`src/rtl/tis_port_arbiter.sv`:
```
`default_nettype none
// ============================================================================
// Module      : tis_port_arbiter
// Description : Inbound port arbiter for one core. N_REQ neighbour writers
//               (0=UP 1=DOWN 2=LEFT 3=RIGHT) compete for the core's blocking
//               source-operand read. Reads select a writer by direction (DIR),
//               round-robin (ANY) or the previous source (LAST). Writer and
//               reader both stall until a single rendezvous transfer happens.
// Revision    : 1.0 - initial release
// ----------------------------------------------------------------------------
// Ports
//   clk        in   1              rising-edge clock
//   rst_n      in   1              asynchronous active-low reset
//   wr_valid   in   N_REQ          writer i holds a word (level)
//   wr_data    in   N_REQ*DATA_W   word i at [i*DATA_W +: DATA_W]
//   wr_ack     out  N_REQ          one-cycle pulse: word i consumed
//   rd_req     in   1              core requests a word (level)
//   rd_mode    in   2              0=DIR 1=ANY 2=LAST 3=DIR
//   rd_dir     in   IDX_W          source index for DIR reads
//   rd_valid   out  1              one-cycle pulse: rd_data valid
//   rd_data    out  DATA_W         last transferred word (persistent)
//   rd_src     out  IDX_W          source of last real transfer
//   last_ok    out  1              a LAST source exists since reset
//   stall_cnt  out  STALL_W        saturating wait counter of current read
// ============================================================================
module tis_port_arbiter #(
  parameter int N_REQ   = 4,
  parameter int DATA_W  = 11,
  parameter int STALL_W = 16,
  localparam int IDX_W  = (N_REQ > 1) ? $clog2(N_REQ) : 1
) (
  input  logic                    clk,
  input  logic                    rst_n,
  input  logic [N_REQ-1:0]        wr_valid,
  input  logic [N_REQ*DATA_W-1:0] wr_data,
  output logic [N_REQ-1:0]        wr_ack,
  input  logic                    rd_req,
  input  logic [1:0]              rd_mode,
  input  logic [IDX_W-1:0]        rd_dir,
  output logic                    rd_valid,
  output logic [DATA_W-1:0]       rd_data,
  output logic [IDX_W-1:0]        rd_src,
  output logic                    last_ok,
  output logic [STALL_W-1:0]      stall_cnt
);

  typedef enum logic [0:0] {
    S_IDLE = 1'b0,
    S_DONE = 1'b1
  } state_t;

  localparam logic [1:0]       c_mode_any  = 2'd1;
  localparam logic [1:0]       c_mode_last = 2'd2;
  localparam logic [IDX_W-1:0] c_idx_max   = IDX_W'(N_REQ - 1);

  // --------------------------------------------------------------------------
  // State and registered outputs
  // --------------------------------------------------------------------------
  state_t             r_state,     w_state_nxt;
  logic [DATA_W-1:0]  r_rd_data,   w_rd_data_nxt;
  logic [IDX_W-1:0]   r_rd_src,    w_rd_src_nxt;
  logic [IDX_W-1:0]   r_rr_ptr,    w_rr_ptr_nxt;
  logic               r_last_ok,   w_last_ok_nxt;
  logic [STALL_W-1:0] r_stall_cnt, w_stall_cnt_nxt;
  logic [N_REQ-1:0]   r_ack_vec,   w_ack_vec_nxt;

  // --------------------------------------------------------------------------
  // Per-writer decode
  // --------------------------------------------------------------------------
  logic [DATA_W-1:0] w_word [N_REQ];
  logic [N_REQ-1:0]  w_dir_sel;   // one-hot of rd_dir (zero when out of range)
  logic [N_REQ-1:0]  w_src_sel;   // one-hot of the recorded LAST source
  logic [N_REQ-1:0]  w_upper;     // indices at or above the round-robin pointer
  logic [N_REQ-1:0]  w_win_oh;    // one-hot of the selected winner
  logic [IDX_W-1:0]  w_win;

  genvar gi;
  generate
    for (gi = 0; gi < N_REQ; gi++) begin : g_port
      localparam logic [IDX_W-1:0] c_idx = IDX_W'(gi);
      assign w_word[gi]    = wr_data[gi*DATA_W +: DATA_W];
      assign w_dir_sel[gi] = (rd_dir == c_idx);
      assign w_src_sel[gi] = (r_rd_src == c_idx);
      assign w_upper[gi]   = (c_idx >= r_rr_ptr);
      assign w_win_oh[gi]  = (w_win == c_idx);
    end
  endgenerate

  // --------------------------------------------------------------------------
  // ANY-mode round robin: the lowest valid index at or above the pointer wins;
  // if none exists the search wraps and the lowest valid index overall wins.
  // --------------------------------------------------------------------------
  logic [N_REQ-1:0] w_any_hi;
  logic [IDX_W-1:0] w_any_win;

  assign w_any_hi = wr_valid & w_upper;

  always_comb begin
    w_any_win = '0;
    for (int i = N_REQ - 1; i >= 0; i--) begin
      if (wr_valid[i]) begin
        w_any_win = IDX_W'(i);
      end
    end
    // The upper half takes precedence whenever it holds a candidate.
    for (int i = N_REQ - 1; i >= 0; i--) begin
      if (w_any_hi[i]) begin
        w_any_win = IDX_W'(i);
      end
    end
  end

  // --------------------------------------------------------------------------
  // Mode decode: eligible set, winner, NIL detection
  // --------------------------------------------------------------------------
  logic             w_nil;
  logic [N_REQ-1:0] w_elig;
  logic             w_is_any;

  always_comb begin
    w_nil    = 1'b0;
    w_elig   = '0;
    w_win    = rd_dir;
    w_is_any = 1'b0;
    case (rd_mode)
      c_mode_any: begin
        w_elig   = wr_valid;
        w_win    = w_any_win;
        w_is_any = 1'b1;
      end
      c_mode_last: begin
        // Without a recorded source a LAST read completes empty-handed.
        w_nil  = ~r_last_ok;
        w_elig = r_last_ok ? (wr_valid & w_src_sel) : '0;
        w_win  = r_rd_src;
      end
      default: begin
        w_elig = wr_valid & w_dir_sel;
        w_win  = rd_dir;
      end
    endcase
  end

  logic [IDX_W-1:0] w_rr_inc;
  assign w_rr_inc = (w_win == c_idx_max) ? '0 : (w_win + IDX_W'(1));

  // --------------------------------------------------------------------------
  // Next-state logic
  // --------------------------------------------------------------------------
  always_comb begin
    w_state_nxt     = r_state;
    w_rd_data_nxt   = r_rd_data;
    w_rd_src_nxt    = r_rd_src;
    w_rr_ptr_nxt    = r_rr_ptr;
    w_last_ok_nxt   = r_last_ok;
    w_stall_cnt_nxt = r_stall_cnt;
    w_ack_vec_nxt   = '0;
    case (r_state)
      S_IDLE: begin
        if (rd_req) begin
          if (w_nil) begin
            w_state_nxt   = S_DONE;
            w_rd_data_nxt = '0;
          end else if (|w_elig) begin
            w_state_nxt   = S_DONE;
            w_rd_data_nxt = w_word[w_win];
            w_rd_src_nxt  = w_win;
            w_last_ok_nxt = 1'b1;
            w_ack_vec_nxt = w_win_oh;
            if (w_is_any) begin
              w_rr_ptr_nxt = w_rr_inc;
            end
          end else if (r_stall_cnt != '1) begin
            w_stall_cnt_nxt = r_stall_cnt + STALL_W'(1);
          end
        end
      end
      S_DONE: begin
        // Inputs are ignored for the single pulse cycle.
        w_state_nxt     = S_IDLE;
        w_stall_cnt_nxt = '0;
      end
      default: begin
        w_state_nxt = S_IDLE;
      end
    endcase
  end

  always_ff @(posedge clk or negedge rst_n) begin
    if (!rst_n) begin
      r_state     <= S_IDLE;
      r_rd_data   <= '0;
      r_rd_src    <= '0;
      r_rr_ptr    <= '0;
      r_last_ok   <= 1'b0;
      r_stall_cnt <= '0;
      r_ack_vec   <= '0;
    end else begin
      r_state     <= w_state_nxt;
      r_rd_data   <= w_rd_data_nxt;
      r_rd_src    <= w_rd_src_nxt;
      r_rr_ptr    <= w_rr_ptr_nxt;
      r_last_ok   <= w_last_ok_nxt;
      r_stall_cnt <= w_stall_cnt_nxt;
      r_ack_vec   <= w_ack_vec_nxt;
    end
  end

  // Pulses derive from flops cleared by the async reset, so an aborted
  // transfer drops them immediately.
  assign rd_valid  = (r_state == S_DONE);
  assign wr_ack    = r_ack_vec;
  assign rd_data   = r_rd_data;
  assign rd_src    = r_rd_src;
  assign last_ok   = r_last_ok;
  assign stall_cnt = r_stall_cnt;

endmodule
`default_nettype wire

```
`config.mk`:
```
export PLATFORM = sky130hd
export DESIGN_NAME = tis_port_arbiter
export DESIGN_NICKNAME = d
export VERILOG_FILES = /design/src/rtl/tis_port_arbiter.sv
export SDC_FILE = /design/constraint.sdc
export NUM_CORES = 1
export LEC_CHECK = 0
export CAP_MARGIN = 20
export CORE_AREA = 8 8 80 82
export DETAILED_ROUTE_END_ITERATION = 7
export DIE_AREA = 0 0 88 90
export DONT_BUFFER_PORTS = 1
export GPL_TIMING_DRIVEN = 0
export HOLD_SLACK_MARGIN = 0.08
export PLACE_DENSITY = 0.57
export SYNTH_ARGS = -nofsm -noshare
export SYNTH_HDL_FRONTEND = slang
export SYNTH_SLANG_ARGS = --single-unit
```
`constraint.sdc`:
```
create_clock -name clk -period 4 [get_ports clk]
set_input_delay 0.4 -clock clk [delete_from_list [all_inputs] [get_ports clk]]
set_output_delay 0.4 -clock clk [all_outputs]
set_load 0.05 [all_outputs]
```
==> reports/metrics.csv <==
stage,metric,value,unit
flow_run,drv_cap,0,
pwr,p_per_area,561,nW/um^2
critical_path,r2r_end,stall_cnt[13]$_DFFE_PN0P_,
routing,drtAntennaViolNets,0,
routing,drc,0,
logic_synthesis,yosysWarnings,0,
critical_path,crit_required,4150,ps
clock_tree,cts_tree,done,
finish,layout_commonest_cell,nand2_1,
logic_synthesis,avgSynthCellArea,8.55,um^2
grt,antenna_found_initial,0,
clock_tree,post_cts_buffers,0,
grt,grt_pass1_wl,10.5,mm
sta,fin_crit_sh,77.2,%
min_path,min_path_type,in2reg,
grt,grt-ovfl-total,0,
die,pin_count,90,
logic_synthesis,synth.distinct_cells,41,
clock_tree,clock-sinks,37,
logic_synthesis,synth_area_leader_cell,dfrtp_1,
sta,drv_slew,0,
grt,first_global_vias,2120,
placed_design,port_buffers,0,
logic_synthesis,syn-cell-area,2330,um^2
logic_synthesis,ys.flop_type,dfrtp_1,
clock_tree,cts_root_buffer,clkbuf_8,
critical_path,ff2ff_setup_slack,910,ps
die,core.rowCount,27,
sta,timing.fmax,324,MHz
clock_tree,postCtsResizedCells,0,
grt,grt_max_degree,38,
routing,drt_wl_total,6.32,mm
critical_path,cp.arrival,3240,ps
routing,vias,2028,
clock_tree,clock_latency,290,ps
clock_tree,clk_pin_slew_worst_paths,80,ps
sta,worst_slack,912,ps
grt,grt.total_usage,16.5,%
die,core,5240,um^2
pwr,peakVddDrop,0.316,mV
routing,first_pass_iters,4,
sta,finalSetupViolCount,0,
critical_path,r2r-start,stall_cnt[3]$_DFFE_PN0P_,
die,fp.dieW,88,um
critical_path,crit_start,stall_cnt[3]$_DFFE_PN0P_,
status,outcome,finished clean,
logic_synthesis,synth.top_cell.area_share,39.7,%
pwr,p_leak,1.06,nW
sta,tightest_slew,643,ps
sta,relSlewSlack,57.1,%
finish,area_growth,10.3,%
critical_path,crit_path_max_fanout,10,
logic_synthesis,syn_inst,273,
sta,fin_skew,8.58,ps
clock_tree,clockBufferDepth,2,
placed_design,hpwl,4.81,mm
placed_design,pre_cts_ws,971,ps
die,fp.dieArea,7920,um^2
sta,fin_tns_setup,0,ps
logic_synthesis,ys_seq_area_share,39.7,%
finish,diodes,0,
clock_tree,numCtsBuffers,5,
critical_path,startpoint_type,register,
clock_tree,htree_levels,2,
routing,drt_iter0_markers,73,
critical_path,critical_path_class,reg2reg,
die,fp.dieH,90,um
die,start_util,44.6,%
sta,period_needed,3090,ps
logic_synthesis,ys_ff_latch,37,
critical_path,rr_worst_depth,7,
routing,drt-vias-per-instance,5.71,
critical_path,critPathCaptureType,register,
logic_synthesis,synth_fp_nets,335,
logic_synthesis,synth-async-reset-ratio,100,%
critical_path,crit_end,stall_cnt[13]$_DFFE_PN0P_,
logic_synthesis,netlist_top_cells_area,"dfrtp_1, nand2_1, nand3_1",
finish,final_layout_size_suffix_gt1_share,6.71,%
finish,layout_common_cells,"nand2_1, dfrtp_1, nand3_1",
placed_design,finalWeightedCongestion,0.757,
sta,rsz0062_at_grt,no,
sta,hold_violations,0,
logic_synthesis,synth_edf_count,0,
routing,wire_per_inst,17.8,um
finish,nets,344,
==> synth_stat cells, types with 2 or more instances <==
master    number
a32o_1        11
a221oi_1       2
inv_1         13
o31ai_1       11
o21ai_1        2
nor2b_1        4
nor4_1         3
o21ai_0        6
nand4_1        2
clkbuf_1      13
or2_2          2
nand2b_1       5
or4_1         10
nand3_1       30
and2_1         4
dfrtp_1       37
nor2_1        12
mux2_1         6
mux2i_1        2
or3_1          2
ha_1           7
nand2_1       55
a21oi_1       16
==> per-layer routing <==
layer | vias to the layer above | GRT usage, % | part of all wire, %
met5 | - | 0 | 0
met4 | 0 | 4.59 | 1.4
met3 | 8 | 5.82 | 8.6
met2 | 75 | 26.6 | 46
met1 | 944 | 20.0 | 43
li1 | 1001 | - | -
==> state kept, by name, summed over array words and instances (netlist names) <==
name       cells
stall_cnt     16
rd_valid       1
wr_ack         4
last_ok        1
rd_src         2
r_rr_ptr       2
rd_data       11
==> logic make-up (layout without fill, tap and decap cells) <==
logic type                 count (synthesis)  after routing  synth area share, %
and+or+nand+nor                          136            136                 29.4
buffers and inverters                     29             39                 5.04
DFF                                       37             37                 39.7
muxes                                      8              8                 3.75
adders and majority gates                  7              7                 3.75
AOI/OAI and AO/OA                         56             56                 18.3
==> cell type report <==
class | instances | area [um^2]
multi-input combinational | 207 | 1290
inverter | 14 | 52.6
buffer | 15 | 65.1
fill | 515 | 2660
tap | 72 | 90.1
clock inverter | 2 | 37.5
sequential | 37 | 926
clock buffer | 6 | 82.6
timing repair buffer | 2 | 30.0
==> metrics by stage <==
step	cell area, um^2	total power, mW	instances	util [%]	hold WS [ps]
finish	2570	1.44	355	49.2	399
global route	2570	1.53	355	49.2	390
CTS	2570	1.46	355	49.2	386
detailed placement	2420	1.10	345	46.3	107
global placement	2420	1.10	345	46.3	106
floorplan	2330	1.01	273	-	104
==> worst min path at each step <==
stage	start	cells past startpoint	endpoint
after floorplan	rst_n	0	last_ok$_DFFE_PN0P_
after global placement	rst_n	0	rd_data[7]$_DFFE_PN0P_
after detailed placement	rst_n	0	last_ok$_DFFE_PN0P_
after CTS	wr_data[8]	3	rd_data[8]$_DFFE_PN0P_
after global routing	wr_data[32]	3	rd_data[10]$_DFFE_PN0P_
final	wr_data[16]	3	rd_data[5]$_DFFE_PN0P_
==> worst max-delay path, stage by stage (launching register included) <==
cell and delay, ps:
dfrtp_1 730, nand4_1 260, nor4_1 590, nand4_1 220
o2111ai_1 480, clkbuf_1 420, or4_1 180, a21oi_1 60
==> timing repair <==
action / 4_1_cts / 5_1_grt
hold endpoints to repair: 37 / 0
hold buffers: 2 / 0
endpoints found under the setup margin: 0 / 0
==> power breakdown <==
group          internal (mW)  leakage [nW]  switching (mW)
Clock                  0.203        0.0574           0.140
Combinational          0.132         0.518           0.172
Sequential             0.450         0.483           0.347
Total                  0.784          1.06           0.659
No activity file was read; power rests on OpenSTA's default activity.
